File: src/rtl/player_controller.sv
// player_controller
//   Sequencer and mode controller for the player physics datapath. Paces the
//   two-phase physics update (velocity phase game_tick[0], then position phase
//   game_tick[1]), synchronizes the raw buttons, issues a single-cycle
//   jump_pulse aligned with the velocity phase and tracks the player state.
//
//   Optional feature: define PLAYER_JUMP_BUFFER_EN to buffer an up press made
//   while airborne for JUMP_BUFFER_TICKS physics updates, so it chains into a
//   new jump right after landing.
//
// Parameters
//   FRAMES_PER_TICK   (1..15) frames per physics update
//   DEAD_HOLD_FRAMES  (1..63) frames after death during which up is ignored
//   JUMP_BUFFER_TICKS (1..7)  buffered request lifetime (PLAYER_JUMP_BUFFER_EN only)
//
// Ports
//   clk          system clock
//   reset_n      asynchronous active-low reset
//   frame_start  one-cycle pulse per video frame (synchronous)
//   button_up    raw jump button (asynchronous)
//   button_down  raw duck/fast-drop button (asynchronous)
//   collision    level: player overlaps an obstacle
//   jump_done    from physics, qualified by game_tick[1]
//   game_tick    one-hot phase enable: 01 velocity, 10 position, 00 idle
//   jump_pulse   one cycle, coincident with game_tick[0]
//   phys_down    down request to physics
//   state        0=IDLE 1=RUN 2=JUMP 3=DEAD (also the FSM debug view)
//   restart      one-cycle pulse on IDLE -> RUN
module player_controller #(
   parameter int FRAMES_PER_TICK   = 1,
   parameter int DEAD_HOLD_FRAMES  = 30,
   parameter int JUMP_BUFFER_TICKS = 4
) (
   input  logic       clk,
   input  logic       reset_n,
   input  logic       frame_start,
   input  logic       button_up,
   input  logic       button_down,
   input  logic       collision,
   input  logic       jump_done,
   output logic [1:0] game_tick,
   output logic       jump_pulse,
   output logic       phys_down,
   output logic [1:0] state,
   output logic       restart
);

   typedef enum logic [1:0] {
      IDLE = 2'd0,
      RUN  = 2'd1,
      JUMP = 2'd2,
      DEAD = 2'd3
   } state_t;

   localparam logic [3:0] TICK_LAST = 4'(FRAMES_PER_TICK - 1);
   localparam logic [5:0] DEAD_LAST = 6'(DEAD_HOLD_FRAMES);

   state_t     state_q, state_d;
   logic [3:0] frame_cnt, frame_cnt_d;
   logic [5:0] dead_cnt, dead_cnt_d;
   logic       jump_req, jump_req_d;
   logic [1:0] tick_d;
   logic       jump_pulse_d, phys_down_d, restart_d;

   logic       up_meta, up_sync, up_prev;
   logic       dn_meta, down_s;
   logic       up_rise;

   logic       active, die, issue, fire;

`ifdef PLAYER_JUMP_BUFFER_EN
   localparam logic [2:0] BUF_LOAD = 3'(JUMP_BUFFER_TICKS);
   logic [2:0] buf_cnt, buf_cnt_d;
`else
   logic [2:0] unused_buf_ticks;
   assign unused_buf_ticks = 3'(JUMP_BUFFER_TICKS);
`endif

   assign state = state_q;

   // Two-flop synchronizers; up_prev turns the synchronized level into an edge.
   always_ff @(posedge clk or negedge reset_n) begin
      if (!reset_n) begin
         up_meta <= 1'b0;
         up_sync <= 1'b0;
         up_prev <= 1'b0;
         dn_meta <= 1'b0;
         down_s  <= 1'b0;
      end else begin
         up_meta <= button_up;
         up_sync <= up_meta;
         up_prev <= up_sync;
         dn_meta <= button_down;
         down_s  <= dn_meta;
      end
   end

   assign up_rise = up_sync & ~up_prev;

   // Pair protocol with physics: game_tick[0] is always followed by
   // game_tick[1] on the next cycle, and jump_done is only looked at while
   // game_tick[1] is high; there is no back-pressure from physics.
   assign active = (state_q == RUN) || (state_q == JUMP);
   // A pair whose phase 0 has fired is atomic, so death waits for phase 1.
   assign die    = active && collision && !game_tick[0];
   assign issue  = active && !die && frame_start && (game_tick == 2'b00) &&
                   (frame_cnt == TICK_LAST);
   // Down has priority in physics, so the jump waits while down is held.
   assign fire   = issue && (state_q == RUN) && jump_req && !down_s;

   always_comb begin
      state_d      = state_q;
      frame_cnt_d  = frame_cnt;
      dead_cnt_d   = dead_cnt;
      jump_req_d   = jump_req;
      tick_d       = 2'b00;
      jump_pulse_d = 1'b0;
      restart_d    = 1'b0;
      phys_down_d  = down_s && active;
`ifdef PLAYER_JUMP_BUFFER_EN
      buf_cnt_d    = buf_cnt;
`endif

      if (game_tick[0]) tick_d = 2'b10;
      if (issue)        tick_d = 2'b01;

      case (state_q)
         IDLE: begin
            frame_cnt_d = 4'd0;
            dead_cnt_d  = 6'd0;
            jump_req_d  = 1'b0;
`ifdef PLAYER_JUMP_BUFFER_EN
            buf_cnt_d   = 3'd0;
`endif
            if (up_rise) begin
               state_d   = RUN;
               restart_d = 1'b1;
            end
         end

         RUN, JUMP: begin
            if (die) begin
               state_d     = DEAD;
               frame_cnt_d = 4'd0;
               dead_cnt_d  = 6'd0;
               jump_req_d  = 1'b0;
`ifdef PLAYER_JUMP_BUFFER_EN
               buf_cnt_d   = 3'd0;
`endif
            end else begin
               if (frame_start)
                  frame_cnt_d = (frame_cnt == TICK_LAST) ? 4'd0 : frame_cnt + 4'd1;
`ifdef PLAYER_JUMP_BUFFER_EN
               // A buffered request ages once per velocity phase.
               if (game_tick[0] && (buf_cnt != 3'd0)) begin
                  buf_cnt_d = buf_cnt - 3'd1;
                  if (buf_cnt == 3'd1) jump_req_d = 1'b0;
               end
`endif
               if (state_q == RUN) begin
                  if (fire) begin
                     jump_pulse_d = 1'b1;
                     jump_req_d   = 1'b0;
                     state_d      = JUMP;
`ifdef PLAYER_JUMP_BUFFER_EN
                     buf_cnt_d    = 3'd0;
`endif
                  end else if (up_rise) begin
                     // A request made on the ground never expires.
                     jump_req_d = 1'b1;
`ifdef PLAYER_JUMP_BUFFER_EN
                     buf_cnt_d  = 3'd0;
`endif
                  end
               end else begin
                  if (game_tick[1] && jump_done) state_d = RUN;
`ifdef PLAYER_JUMP_BUFFER_EN
                  if (up_rise) begin
                     jump_req_d = 1'b1;
                     buf_cnt_d  = BUF_LOAD;
                  end
`endif
               end
            end
         end

         DEAD: begin
            frame_cnt_d = 4'd0;
            jump_req_d  = 1'b0;
`ifdef PLAYER_JUMP_BUFFER_EN
            buf_cnt_d   = 3'd0;
`endif
            if (frame_start && (dead_cnt != DEAD_LAST)) dead_cnt_d = dead_cnt + 6'd1;
            if (up_rise && (dead_cnt == DEAD_LAST)) begin
               state_d    = IDLE;
               dead_cnt_d = 6'd0;
            end
         end

         default: state_d = IDLE;
      endcase
   end

   always_ff @(posedge clk or negedge reset_n) begin
      if (!reset_n) begin
         state_q    <= IDLE;
         frame_cnt  <= 4'd0;
         dead_cnt   <= 6'd0;
         jump_req   <= 1'b0;
         game_tick  <= 2'b00;
         jump_pulse <= 1'b0;
         phys_down  <= 1'b0;
         restart    <= 1'b0;
`ifdef PLAYER_JUMP_BUFFER_EN
         buf_cnt    <= 3'd0;
`endif
      end else begin
         state_q    <= state_d;
         frame_cnt  <= frame_cnt_d;
         dead_cnt   <= dead_cnt_d;
         jump_req   <= jump_req_d;
         game_tick  <= tick_d;
         jump_pulse <= jump_pulse_d;
         phys_down  <= phys_down_d;
         restart    <= restart_d;
`ifdef PLAYER_JUMP_BUFFER_EN
         buf_cnt    <= buf_cnt_d;
`endif
      end
   end

endmodule
File: config.mk
export PLATFORM = sky130hd
export DESIGN_NAME = player_controller
export DESIGN_NICKNAME = d
export VERILOG_FILES = /design/src/rtl/player_controller.sv
export SDC_FILE = /design/constraint.sdc
export NUM_CORES = 1
export LEC_CHECK = 0
export CAP_MARGIN = 10
export CORE_MARGIN = 5
export CORE_UTILIZATION = 35
export CTS_CLUSTER_DIAMETER = 100
export DETAILED_ROUTE_END_ITERATION = 10
export SYNTH_ARGS = -nofsm -noshare
export SYNTH_HDL_FRONTEND = slang
export SYNTH_SLANG_ARGS = --single-unit
File: constraint.sdc
create_clock -name clk -period 2.2 [get_ports clk]
set_input_delay 0.44 -clock clk [delete_from_list [all_inputs] [get_ports clk]]
set_output_delay 0.44 -clock clk [all_outputs]
set_load 0.01 [all_outputs]
== After elaboration in Yosys (flattened, before gate mapping) ==
Cells that the tools add are included.

* $add $sub $neg: 2
* Equal/unequal tests: 14
* Multiplexer cells: 28
* Bitwise gates (word level): 2
* Reductions and logical operators: 25

{| class="wikitable"
|+ Operator list
! cell !! count
|-
| 6-bit 2-to-1 mux || 3
|-
| 6-bit one-hot mux with 3 select lines || 1
|-
| 2-bit 2-to-1 mux || 8
|-
| 1-bit logical AND || 13
|-
| 4-bit 2-to-1 mux || 3
|-
| 4-bit inequality test (second input constant) || 3
|-
| 1-bit 2-to-1 mux || 10
|-
| 3-bit inequality test (second input constant) || 3
|-
| 4-bit one-hot mux with 2 select lines || 1
|-
| 6-bit by 1-bit adder with 6-bit output (second input constant) || 1
|-
| 6-bit by 5-bit == test with 1-bit output (second input constant) || 1
|-
| 2-bit inequality test (second input constant) || 3
|-
| 6-bit by 5-bit inequality test with 1-bit output (second input constant) || 1
|-
| 2-bit one-hot mux with 3 select lines || 1
|-
| 4-bit by 1-bit adder with 4-bit output (second input constant) || 1
|-
| 2-bit == test (second input constant) || 2
|-
| 2-bit zero test || 2
|-
| 4-bit zero test || 1
|-
| 2-bit AND reduction || 2
|-
| 4-bit AND reduction || 1
|-
| 2-bit OR reduction || 2
|-
| 1-bit zero test || 3
|-
| 2-bit by 1-bit == test with 1-bit output (second input constant) || 1
|-
| 1-bit one-hot mux with 2 select lines || 1
|-
| 3 further kinds || 3
|}

* Register bits: 23
* Input port bits: 7
* Output and inout bits: 7
* Logic and storage cells: 84

== Depth between registers and ports, before layout ==
Gate-level depths: netlist of run 1.

* Depth in word-level cells: 16
* Depth in mapped cells: 7
* Depth with buffers taken out: 6

== Worst setup path before layout of run 1 ==
OpenSTA, ideal clock, no wires.

* Path type: register to register
* Start: register state_q[0] (netlist: state[0])
* End: register state_q[1] (netlist: state[1])
* Setup time: 0.125 ns
* Arrival: 1.819 ns
* Data required time: 2.075 ns
* Path slack: 0.256 ns
* Cell stages (with the launch flop): 7
* Buffers on the path: 0
* Clock period less this slack: 1.944 ns
* Cell sequence: dfrtp_1 -> inv_1 -> ha_1 -> nand4bb_4 -> nor4_4 -> o221ai_2 -> mux2_4

* Word-level cells in the longest chain between the ends: 14
* Elaborated cells on any way between the ends: 24
* Those cells by class: eq/ne: 7; mux: 3; reduce/logical: 14

{| class="wikitable"
|+ RTL lines
! item !! line !! RTL
|-
| from (decl) || 58 || <nowiki>state_t state_q, state_d;</nowiki>
|-
| from (signal assigned) || 218 || <nowiki>state_q <= state_d;</nowiki>
|-
| 2-bit by 1-bit == test with 1-bit output / 2-bit == test (equally long branches) || -- ||
|-
| 1-bit logical OR || 103 || <nowiki>assign active = (state_q == RUN) || (state_q == JUMP);</nowiki>
|-
| 1-bit logical AND (2 in a row) || 105 || <nowiki>assign die = active && collision && !game_tick[0];</nowiki>
|-
| 1-bit zero test || 106 || <nowiki>assign issue = active && !die && frame_start && (game_tick == 2'b00) &&</nowiki>
|-
| 1-bit logical AND (4 in a row) || 106 ||
|-
| 1-bit logical AND (3 in a row) || 109 || <nowiki>assign fire = issue && (state_q == RUN) && jump_req && !down_s;</nowiki>
|-
| 4-bit inequality test (no line) || -- ||
|-
| 4-bit AND reduction (no line) || -- ||
|}

Several ways; a longest one is shown, not always the timed one.
A chain may end at the register's enable or synchronous reset.

== Final worst setup path of run 1 ==
* Start: register state_q[0] (netlist: state[0])
* End: register dead_cnt[3]

* Word-level cells in the longest chain between the ends: 6
* Elaborated cells on any way between the ends: 12
* Those cells by class: eq/ne: 5; mux: 1; reduce/logical: 6

{| class="wikitable"
|+ RTL lines
! item !! line !! RTL
|-
| 2-bit by 1-bit == test with 1-bit output / 2-bit == test (equally long branches) || 103, 127 ||
|-
| 1-bit logical OR || 103 ||
|-
| 1-bit logical AND (2 in a row) || 105 ||
|-
| 2-bit inequality test (no line) || -- ||
|-
| 2-bit AND reduction (no line) || -- ||
|-
| to (signal assigned) || 220 || <nowiki>dead_cnt <= dead_cnt_d;</nowiki>
|-
| to (decl) || 60 || <nowiki>logic [5:0] dead_cnt, dead_cnt_d;</nowiki>
|}

Several ways; a longest one is shown, not always the timed one.

==> results, run 1 <==
- The flow ran to the end, and the final reports show no timing, DRC or antenna violations.
- The number of antenna-violating nets in the routed design is 0.
- The post-synth design cell area is 1210 um2.
- For the worst-skew pair, the clock arrives at the later sink with an insertion delay of 0.31 ns.
- In this run, synthesis produced a sequential element count of 23.
- Sequential cells were found to cover 47.5% of the synthesized design area.
- The die is 68.8 um tall.
- Sorting the synthesized cells by area gives the leading types as sky130_fd_sc_hd__dfrtp_1 (48%), sky130_fd_sc_hd__ha_1 (9.3%), sky130_fd_sc_hd__mux2i_1 (5.8%).
- The number of global-route vias before repair was 897.
- The area share of the leading cell type in the synthesized netlist is 47.5%.
- The layout has 341 filler cells.
- The slew of the pin with the lowest slew margin is 0.297 ns.
- The die covers 4740 um2.
- The critical path starts at state[0].
- The sum of overflow across all layers after global routing is 0.
- The analysis attributes to cell leakage a power of 0.644 nW.
- The routed design has 2230 um of wire.
- The path category of the worst min-delay check is reg2reg.
- The flip-flop and latch area is 576 um2.
- In this run the critical register-to-register path is launched from state[0].
- For this design, the sink count on the clock tree is 23.
- Timing would allow up to 509 MHz.
- The number of hold buffers added after CTS was 0.
- Post-CTS timing repair inserted 0 buffers for setup.
- The total area inside the core boundary comes to 3340 um2.
- The setup slack after placement is -0.0924 ns.
- The multi-input combinational cells in the finished layout cover a total of 591 um2.
- The count of final hold-check violations was 0.
- STA classifies the critical path endpoint as a register.
- The share of layout cells above drive strength 1 is 14.5%.
- The post-cts repair resize count is 0.
- The number of nets in the synthesized netlist is 125.
- The number of pins exceeding their max-slew limit in the final report is 0.
- The total CTS buffers is 3.
- For the finished layout, the period the worst path requires is 1.96 ns.
- The first detailed-routing pass took 4 iterations.
- The synthesized instance count is 109.
- The number of nets in the finished design is 148.
- Setup violations remaining at the end of the flow were counted as 0.
- The count of vias placed by the detailed router is 874.
- The startpoint identified for the worst hold timing path is up_meta.
- The setup path with the least slack is of type reg2reg.
- The max-cap violation count is 0.
- The most used flip-flop cell after synthesis is sky130_fd_sc_hd__dfrtp_1.
- Global routing consumed, over all layers together, 11.6% of the routing resources.
- The initial antenna violation count is 0.
- The CTS tree is done.
- Input and output buffers added on the ports amount to 13.
- After floorplanning, the core was divided into 21 placement rows.
- In the post-synthesis netlist, the cell with the most instances is sky130_fd_sc_hd__dfrtp_1.
- The post-synthesis to final-layout area growth is 22.0%.
- After synthesis, the netlist uses 30 different library cells.
- 0 antenna diodes ended up in the layout.
- The largest fanout on the critical path is 12.
- The post-DP HPWL is 1700 um.
- In this run the horizontal extent of the chip is 68.8 um.
- The root cell of the clock tree is sky130_fd_sc_hd__clkbuf_4.
- IR analysis of the VDD net gives a maximum drop of 0.000469 V.
- The headroom to the max-slew limit is 80.1%.
- Sorting the synthesized cells by how often they occur yields sky130_fd_sc_hd__dfrtp_1 (23), sky130_fd_sc_hd__ha_1 (9), sky130_fd_sc_hd__inv_1 (9).
- The buffer depth of the longest clock path is 2.
- The cell type with the largest total area after synthesis is sky130_fd_sc_hd__dfrtp_1.
- Once the floorplan was initialized, standard cells occupied 36.3% of the core.
- The worst endpoint required time is 2.45 ns.
- The number of DRC violations after detailed routing is 0.
- The via density per instance is 4.94.
- The first global-routing pass estimated 4070 um of wire.
- The number of synthesized flops with an enable pin is 0.
- The routability congestion estimate is 0.799.
- STA puts the critical path data arrival time at 2.21 ns.
- The post-route fraction of the period consumed by the critical path is 89.2%.
- Dividing the detail-routed wire length by the instance count gives 12.6 um.
- Setup repair after global routing left no endpoint under its margin.
- The post-route worst setup slack is 0.237 ns.
- STA classifies the critical path startpoint as a register.
- CTS built an H-tree with a depth of 1.
- For this design the top-level I/O count stands at 14.
- Across the routed clock network, the largest skew measured is 0.00734 ns.
- The count of yosys warnings during synthesis is 0.
- Entering global routing, the biggest net connects 24 pins.
- After clock tree synthesis, the clock-pin slew on the worst setup and hold paths is 0.13 ns.
- In this run the mean area of a mapped cell was 11.1 um2.
- The share of flip-flops with an asynchronous set or reset after synthesis is 100%.
- The starting DRC count in detailed routing is 28.
- The power density over the cells is 1010 nW/um2.
- The final cell utilization of the core is 44.3%.
==> area by class of cell <==
class / count / share of cell area [%]
Multi-Input combinational cell: 74 / 40.0
Sequential cell: 23 / 38.9
Timing Repair Buffer: 21 / 12.9
Tap cell: 46 / 3.89
Inverter: 9 / 2.29
Clock buffer: 3 / 1.52
Clock inverter: 1 / 0.508
==> report_power, final <==
group	internal (mW)	leakage [nW]	total (mW)	switching, mW
clock	0.0693	0.0139	0.201	0.132
sequential	0.485	0.301	0.544	0.0586
combinational	0.377	0.329	0.755	0.378
total	0.931	0.644	1.50	0.569
==> worst max-delay path, stage by stage (launching register included) <==
cell and delay [ns]:
sky130_fd_sc_hd__dfrtp_1 0.45, sky130_fd_sc_hd__inv_1 0.11, sky130_fd_sc_hd__ha_1 0.36, sky130_fd_sc_hd__buf_4 0.18, sky130_fd_sc_hd__and2_1 0.15, sky130_fd_sc_hd__buf_4 0.17
sky130_fd_sc_hd__a211oi_1 0.26, sky130_fd_sc_hd__mux2i_1 0.22
==> per-stage QoR <==
stage / hold WS, ns / TNS [ns] / area (um2) / total power [mW] / instances
6_report: 0.364 / 0 / 1480 / 1.50 / 177
5_1_grt: 0.383 / 0 / 1480 / 1.64 / 177
4_1_cts: 0.368 / 0 / 1480 / 1.52 / 177
3_5_place_dp: 0.336 / -0.144 / 1450 / 1.31 / 173
3_3_place_gp: 0.332 / -0.0676 / 1450 / 1.29 / 173
2_1_floorplan: 0.144 / 0 / 1210 / 1.04 / 109
==> layer usage <==
layer / wire (um) / global-route usage (%)
met2: 1050 / 18.2
met1: 1010 / 15.1
met3: 122 / 3.24
met5: 0 / 0
met4: 40 / 4.38
==> final timing paths <==
check / end / slack, ns / depth (start not counted)
max: dead_cnt[3] / 0.24 / 7
min: up_sync / 0.36 / 0
max reg2reg: dead_cnt[3] / 0.24 / 7
min reg2reg: up_sync / 0.36 / 0
max in group asynchronous: frame_cnt[0] / 1.52 / 2
min in group asynchronous: dead_cnt[4] / 0.45 / 2
==> sequential cells by signal, indices dropped and copies added, names as in the netlist, 2 cells and up <==
name / cells
dead_cnt: 6
frame_cnt: 4
game_tick: 2
state: 2
==> cells in the final DEF, fill, tap and decap left out, types with 5 or more instances in the layout <==
| cell | count |
|---|---|
| sky130_fd_sc_hd__clkdlybuf4s50_1 | 13 |
| sky130_fd_sc_hd__nor2_1 | 5 |
| sky130_fd_sc_hd__a21oi_1 | 5 |
| sky130_fd_sc_hd__dfrtp_1 | 23 |
| sky130_fd_sc_hd__nand2_1 | 5 |
| sky130_fd_sc_hd__ha_1 | 9 |
| sky130_fd_sc_hd__o21ai_0 | 7 |
| sky130_fd_sc_hd__buf_4 | 8 |
| sky130_fd_sc_hd__mux2i_1 | 7 |
| sky130_fd_sc_hd__inv_1 | 9 |
==> cell families (layout without fill, tap and decap cells) <==
logic type / count (synthesis) / count (layout) / share of synthesized area, %
simple gates: 29 / 29 / 16.0
mux: 10 / 10 / 8.88
xor+xnor: 1 / 1 / 0.723
compound gates: 25 / 25 / 13.8
buf+inv: 12 / 34 / 3.72
flops: 23 / 23 / 47.5
fa+ha+maj: 9 / 9 / 9.30
Note: power is estimated with default switching activity, not from simulation.
==> inputs of run 2 (changes only) <==
Settings changed: CTS_CLUSTER_SIZE from default to 14.
Clock period 2.2 ns to 2.1 ns, I/O delays scaled along.
==> run 2 against run 1 <==
Net effect: non-clock buffer count grew 1; register-to-register slack lost 0.07 ns; sequential power grew 3%; largest cell class unchanged; largest power group unchanged.
==> results, run 2 (synthesis results as in run 1) <==
- The count of vias placed by the detailed router is 844 (-3.4%).
- The CTS sink count was 23 (unchanged).
- The core area is 3340 um2 (unchanged).
- The max-cap violation count is 0 (unchanged).
- The number of nets in the finished design is 149 (+0.68%).
- The die span in y is 68.8 um (unchanged).
- The slew of the pin with the lowest slew margin is 0.526 ns (+0.229 ns).
- The leakage power figure is 0.648 nW (+0.67%).
- The hold-fix buffer count after cts is 0 (unchanged).
- The post-cts repair resize count is 0 (unchanged).
- The register-to-register setup slack is 0.17 ns (-0.07 ns).
- The routability congestion estimate is 0.816 (+2.1%).
- The number of ports placed on the die boundary was 14 (unchanged).
- The antenna diode instance count was 0 (unchanged).
- The number of DRC violations after detailed routing came to 0 (unchanged).
- The tightest min-delay check is of the reg2reg type.
- The setup TNS was 0 ns (unchanged).
- The initial antenna violation count came to 0 (unchanged).
- The power density over the cells is 1080 nW/um2 (+5.9%).
- Relative to the synthesized area, the layout overhead comes to 22.6%.
- The number of antenna-violating nets in the routed design is 0 (unchanged).
- The source-to-sink clock delay at the later pin of the worst-skew pair is 0.31 ns (about the same).
- The maximum vdd ir drop is 0.000529 V (+13%).
- The worst min-delay path startpoint is up_meta.
- STA classifies the critical path startpoint as a register.
- The worst setup path is captured at a register.
- The buffer depth of the longest clock path came to 2 (unchanged).
- The via density per instance is 4.74 (-4.0%).
- The port buffer count came to 13 (unchanged).
- The final setup skew came to 0.00594 ns (-0.00139 ns).
- The headroom to the max-slew limit is 64.6% (-16 points).
- The floorplan row count is 21 (unchanged).
- The share of layout cells above drive strength 1 is 15.2% (+0.65 points).
- The wire length of the first global-routing pass is 3910 um (-4.1%).
- The run finished with clean final reports.
- The CTS tree is done.
- The register with the most flip-flops is dead_cnt.
- The flip-flop count of the largest register after layout is 6 (unchanged).
- The full die area is 4740 um2 (unchanged).
- The number of pins exceeding their max-slew limit in the final report is 0 (unchanged).
- The effective utilization at floorplan was 36.3% (unchanged).
- In the final layout, the registers with the most flip-flops are dead_cnt (6), frame_cnt (4).
- The sum of routed wire length over all layers is 2180 um (-2.1%).
- The post-route fraction of the period consumed by the critical path is 92.0% (+2.8 points).
- The largest fanout on the critical path was 4 (-8).
- The arrival time of data at the critical path endpoint is 2.14 ns (-0.07 ns).
- The count of final hold-check violations is 0 (unchanged).
- The number of global-route vias before repair was 889 (-0.89%).
- The tightest hold margin is 0.363 ns (-0.00126 ns).
- The overall power after layout is 1.60 mW (+6.5%).
- The number of buffers inserted by post-CTS setup repair is 0 (unchanged).
- Setup repair after global routing left no endpoint under its margin.
- The total non-filler cell area in the finished layout is 1490 um2 (+0.51%).
- The post-DP HPWL was 1700 um (-0.15%).
- The category of the most critical setup path is reg2reg.
- The library cells used most frequently in the layout, excluding fill and tap cells, are sky130_fd_sc_hd__dfrtp_1 (23), sky130_fd_sc_hd__clkdlybuf4s50_1 (13), sky130_fd_sc_hd__inv_1 (9), sky130_fd_sc_hd__ha_1 (9), sky130_fd_sc_hd__buf_4 (9).
- The worst endpoint required time is 2.31 ns (-0.14 ns).
- The worst register-to-register path begins at state[1].
- The sum of overflow across all layers after global routing came to 0 (unchanged).
- The horizontal extent of the die is 68.8 um (unchanged).
- The starting DRC count in detailed routing is 11 (-61%).
- The launching element of the worst setup path is state[1].
- The routed wirelength normalized by instance count was 12.2 um (-2.7%).
- The global routing usage summed across all routing layers is 11.0% (-0.56 points).
- The pin count of the biggest net entering global routing was 24 (unchanged).
- The final critical delay including setup and external delays is 1.93 ns (-0.0309 ns).
- The final count of negative-setup-slack endpoints is 0 (unchanged).
- The H-tree depth reported by CTS is 1 (unchanged).
- The number of cells on the worst reg-to-reg path was 6 (-1).
- In this run the clock root is driven by a sky130_fd_sc_hd__clkbuf_4.
- The highest achievable clock rate is 518 MHz (+1.6%).
- The endpoint identified for the worst register-to-register timing path is state[1].
- In this run the worst setup path terminates at state[1].
- The total CTS buffers is 3 (unchanged).
- The first-pass detailed-route iteration total was 4 (unchanged).
- The clock input transition at the sequential cells of the worst setup and hold paths is 0.13 ns (about the same).
- The post-placement cell area was 1460 um2 (+0.52%).
- Leaving out fill and tap cells, the most frequent cell in the layout is sky130_fd_sc_hd__dfrtp_1.
run 2: cell count changes in the layout (fill, tap and decap cells not counted):
cell	change
sky130_fd_sc_hd__buf_4	+1
run 2: worst min-delay path by stage:
stage,cells after the start,slack [ns],to
CTS,0,0.37,up_sync
detailed placement,0,0.33,up_sync
global route,0,0.38,down_s
global placement,0,0.33,up_sync
floorplan,0,0.12,dead_cnt[0]
finish,0,0.36,up_sync
run 2: stage by stage:
| step | std cells | setup slack, ns | utilization [%] |
|---|---|---|---|
| after floorplan | 109 | 0.156 | - |
| after global routing | 178 | 0.0578 | 44.5 |
| after detailed placement | 174 | -0.170 | 43.6 |
| after global placement | 174 | -0.139 | 43.6 |
| after CTS | 178 | 0.142 | 44.5 |
| final | 178 | 0.168 | 44.5 |
run 2: cell type report:
class | instances | area (um2)
clock inverters | 1 | 7.51
well taps | 46 | 57.6
repair buffers | 22 | 198
flip-flops and latches | 23 | 576
inverters | 9 | 33.8
fillers | 341 | 1850
multi-input cells | 74 | 591
clock buffers | 3 | 22.5
run 2: worst max-delay path, stage by stage (launching register included):
cell                        delay (ns)
sky130_fd_sc_hd__dfrtp_1          0.44
sky130_fd_sc_hd__inv_1            0.11
sky130_fd_sc_hd__ha_1             0.37
sky130_fd_sc_hd__nand4bb_4        0.14
sky130_fd_sc_hd__nor4_4           0.31
sky130_fd_sc_hd__o221ai_2         0.16
sky130_fd_sc_hd__mux2_4           0.31
run 2: routing by layer:
| layer | GRT usage [%] | vias to the layer above | wire (um) |
|---|---|---|---|
| met5 | 0 | - | 0 |
| met4 | 3.65 | 0 | 21 |
| met3 | 3.08 | 2 | 90 |
| met2 | 18.2 | 12 | 1010 |
| met1 | 13.9 | 401 | 1060 |
| li1 | - | 429 | - |
run 2: power by group:
| part | switching, mW | internal, mW |
|---|---|---|
| clock | 0.135 | 0.0724 |
| combinational | 0.407 | 0.419 |
| sequential | 0.0543 | 0.508 |
==> inputs of run 3 (changes only) <==
Settings changed: REMOVE_ABC_BUFFERS from default to 1.
Clock period 2.1 ns to 1.7 ns, I/O delays scaled along.
==> run 3 against run 2 <==
Net effect: the flow now finishes with violations (negative setup slack); cell count rose by 19%; maximum frequency increased by 7.3%; hold slack worse by 0.039 ns; cell area up 24%; largest power group unchanged; critical endpoint is now state[0]; critical path type unchanged; global-route usage rose by 3.1 points; first-iteration DRC count increased to 2.7 times the previous value.
==> results, run 3 (synthesis results as in run 1) <==
- The flow ran to the end, but the final reports show violations.
- The final reports fail on negative setup slack.
- The wire length of the first global-routing pass is 5030 um (+29%).
- The port buffer count came to 13 (unchanged).
- The die span in y is 68.8 um (unchanged).
- The leakage power figure is 0.857 nW (+32%).
- The cell family contributing the most delay on the critical path is simple AND/OR/NAND/NOR gates.
- The critical path in this run is classified as reg2reg.
- The CTS sink count is 23 (unchanged).
- The number of global-route vias before repair was 1,085 (+22%).
- The maximum vdd ir drop is 0.000714 V (+35%).
- The share of total power in combinational logic is 63.0% (+11 points).
- TritonCTS built the clock tree.
- The post-route worst setup slack is -0.101 ns (-0.269 ns).
- The number of antenna-violating nets in the routed design was 0 (unchanged).
- The critical path capture point type is a register.
- Leaving out fill and tap cells, the most frequent cell in the layout is sky130_fd_sc_hd__buf_4.
- The post-placement cell area was 1610 um2 (+10%).
- The source-to-sink clock delay at the later pin of the worst-skew pair was 0.31 ns (about the same).
- The hold-fix buffer count after cts is 0 (unchanged).
- The standard cell with the maximum stage delay on the critical path is sky130_fd_sc_hd__or4b_4.
- The slew of the pin with the lowest slew margin is 0.281 ns (-0.245 ns).
- The antenna diode instance count was 0 (unchanged).
- The effective utilization at floorplan was 36.3% (unchanged).
- The first-pass detailed-route iteration total was 4 (unchanged).
- The via density per instance is 4.71 (-0.62%).
- The headroom to the max-slew limit came to 81.2% (+17 points).
- Setup repair after global routing could not meet its margin everywhere.
- The count of vias placed by the detailed router came to 999 (+18%).
- The switching share of power was 35.7% (-1.7 points).
- The count of final hold-check violations was 0 (unchanged).
- The clock input transition at the sequential cells of the worst setup and hold paths came to 0.14 ns (about the same).
- The final count of negative-setup-slack endpoints is 2 (+2).
- The total CTS buffers is 3 (unchanged).
- The sequential fraction of design power is 26.6% (-8.6 points).
- The routability congestion estimate was 0.791 (-3.0%).
- The share of layout cells above drive strength 1 is 41.6% (+26 points).
- The area growth from synthesis to layout is 51.4%.
- The core area is 3340 um2 (unchanged).
- The count of buffering cells on the critical path with inverters included came to 1 (unchanged).
- The number of nets in the finished design is 183 (+23%).
- The starting DRC count in detailed routing is 30 (+19).
- The floorplan row count is 21 (unchanged).
- The largest fanout on the critical path is 2 (-2).
- The number of pins exceeding their max-slew limit in the final report is 0 (unchanged).
- The path category of the worst min-delay check is in2async.
- The post-DP HPWL was 2020 um (+19%).
- The H-tree depth reported by CTS is 1 (unchanged).
- The max-cap violation count is 0 (unchanged).
- The critical path startpoint category is a register.
- The routed wirelength normalized by instance count is 13.1 um (+7.1%).
- The horizontal extent of the die is 68.8 um (unchanged).
- The power density over the cells is 1400 nW/um2 (+30%).
- The number of DRC violations after detailed routing is 0 (unchanged).
- The final setup skew was 0.00448 ns (-0.00147 ns).
- The sum of routed wire length over all layers is 2780 um (+28%).
- The flip-flop count of the largest register after layout is 6 (unchanged).
- The final critical delay including setup and external delays is 1.80 ns (-0.131 ns).
- The arrival time of data at the critical path endpoint is 2.04 ns (-0.10 ns).
- The cell sitting at the root of the clock tree is a sky130_fd_sc_hd__clkbuf_4.
- The number of ports placed on the die boundary is 14 (unchanged).
- The internal power was 1.65 mW (+65%).
- The critical path's largest stage delay is 0.54 ns (+0.10 ns).
- The global routing usage summed across all routing layers came to 14.2% (+3.1 points).
- The initial antenna violation count is 0 (unchanged).
- The total non-filler cell area in the finished layout is 1830 um2 (+24%).
- The pin count of the biggest net entering global routing is 13 (-46%).
- The buffer depth of the longest clock path is 2 (unchanged).
- The signal on the critical path passes through or4b_4, nor4_4, o221ai_2, buf_4, mux2i_2.
- The share of power burned in the clock network is 10.4% (-2.6 points).
- The post-route fraction of the period consumed by the critical path was 106% (+14 points).
- In the final layout, the registers with the most flip-flops are dead_cnt (6), frame_cnt (4).
- The sum of overflow across all layers after global routing is 0 (unchanged).
- The tightest hold margin is 0.324 ns (-0.0389 ns).
- Leaving out fill and tap cells, the most frequent cells in the layout are sky130_fd_sc_hd__buf_4 (37), sky130_fd_sc_hd__dfrtp_1 (23), sky130_fd_sc_hd__clkdlybuf4s50_1 (8).
- The net switching power figure is 913 uW (+53%).
- The worst endpoint required time was 1.94 ns (-0.37 ns).
- The register with the most flip-flops is dead_cnt.
- The highest achievable clock rate was 555 MHz (+7.3%).
- The full die area came to 4740 um2 (unchanged).
## run 3: cell count changes in the layout (fill, tap and decap cells not counted), sizes merged
cell	before	now
dlymetal6s2s	0	3
clkdlybuf4s50	13	8
clkbuf	3	4
dlygate4sd2	0	2
buf	9	43
clkinvlp	1	0
## run 3: layout make-up
| cell class | instances | area, um2 |
|---|---|---|
| Fill cell | 301 | 1500 |
| Timing Repair Buffer | 56 | 480 |
| Tap cell | 46 | 57.6 |
| Sequential cell | 23 | 576 |
| Multi-Input combinational cell | 74 | 661 |
| Inverter | 9 | 33.8 |
| Clock buffer | 4 | 26.3 |
## run 3: final timing paths
| kind | startpoint | to | slack, ns | depth (start not counted) |
|---|---|---|---|---|
| setup / recovery | frame_cnt[2] | state[0] | -0.10 | 5 |
| hold / removal | reset_n | dn_meta | 0.32 | 2 |
| setup reg to reg | frame_cnt[2] | state[0] | -0.10 | 5 |
| hold reg to reg | up_meta | up_sync | 0.36 | 0 |
| max in group asynchronous | reset_n | dead_cnt[2] | 1.20 | 2 |
| min in group clk | collision | game_tick[0] | 0.34 | 3 |
## run 3: what timing repair did
action | in CTS | in global routing
endpoints found under the setup margin | 9 | 10
hold endpoints to repair | 0 | 0
setup buffers | 11 | 4
pin swaps | 6 | 9
gates resized for setup | 17 | 13
## run 3: power groups by stage
stage	sequential (mW)	clock, mW	combinational (mW)
5_1_grt	0.693	0.309	1.77
4_1_cts	0.682	0.277	1.51
2_1_floorplan	0.720	0	0.613
6_report	0.680	0.266	1.61
3_5_place_dp	0.682	0	1.29
3_3_place_gp	0.677	0	1.25
## run 3: layer usage
metal  global-route usage (%)  wire [um]  part of all wire, %
met2                     24.3       1460                   53
met4                     4.38         24                 0.86
met5                        0          0                    0
met1                     18.1       1230                   44
met3                     2.43         69                  2.5
## run 3: stage by stage
stage / std cells / setup slack, ns / power [mW] / utilization [%] / TNS [ns]
final: 212 / -0.101 / 2.56 / 55.0 / -0.194
after global routing: 212 / -0.153 / 2.77 / 55.0 / -0.352
after CTS: 209 / -0.0396 / 2.47 / 53.1 / -0.0450
after detailed placement: 194 / -0.475 / 1.97 / 48.1 / -2.29
after global placement: 194 / -0.458 / 1.93 / 48.1 / -1.96
after floorplan: 106 / -0.244 / 1.33 / - / -0.474
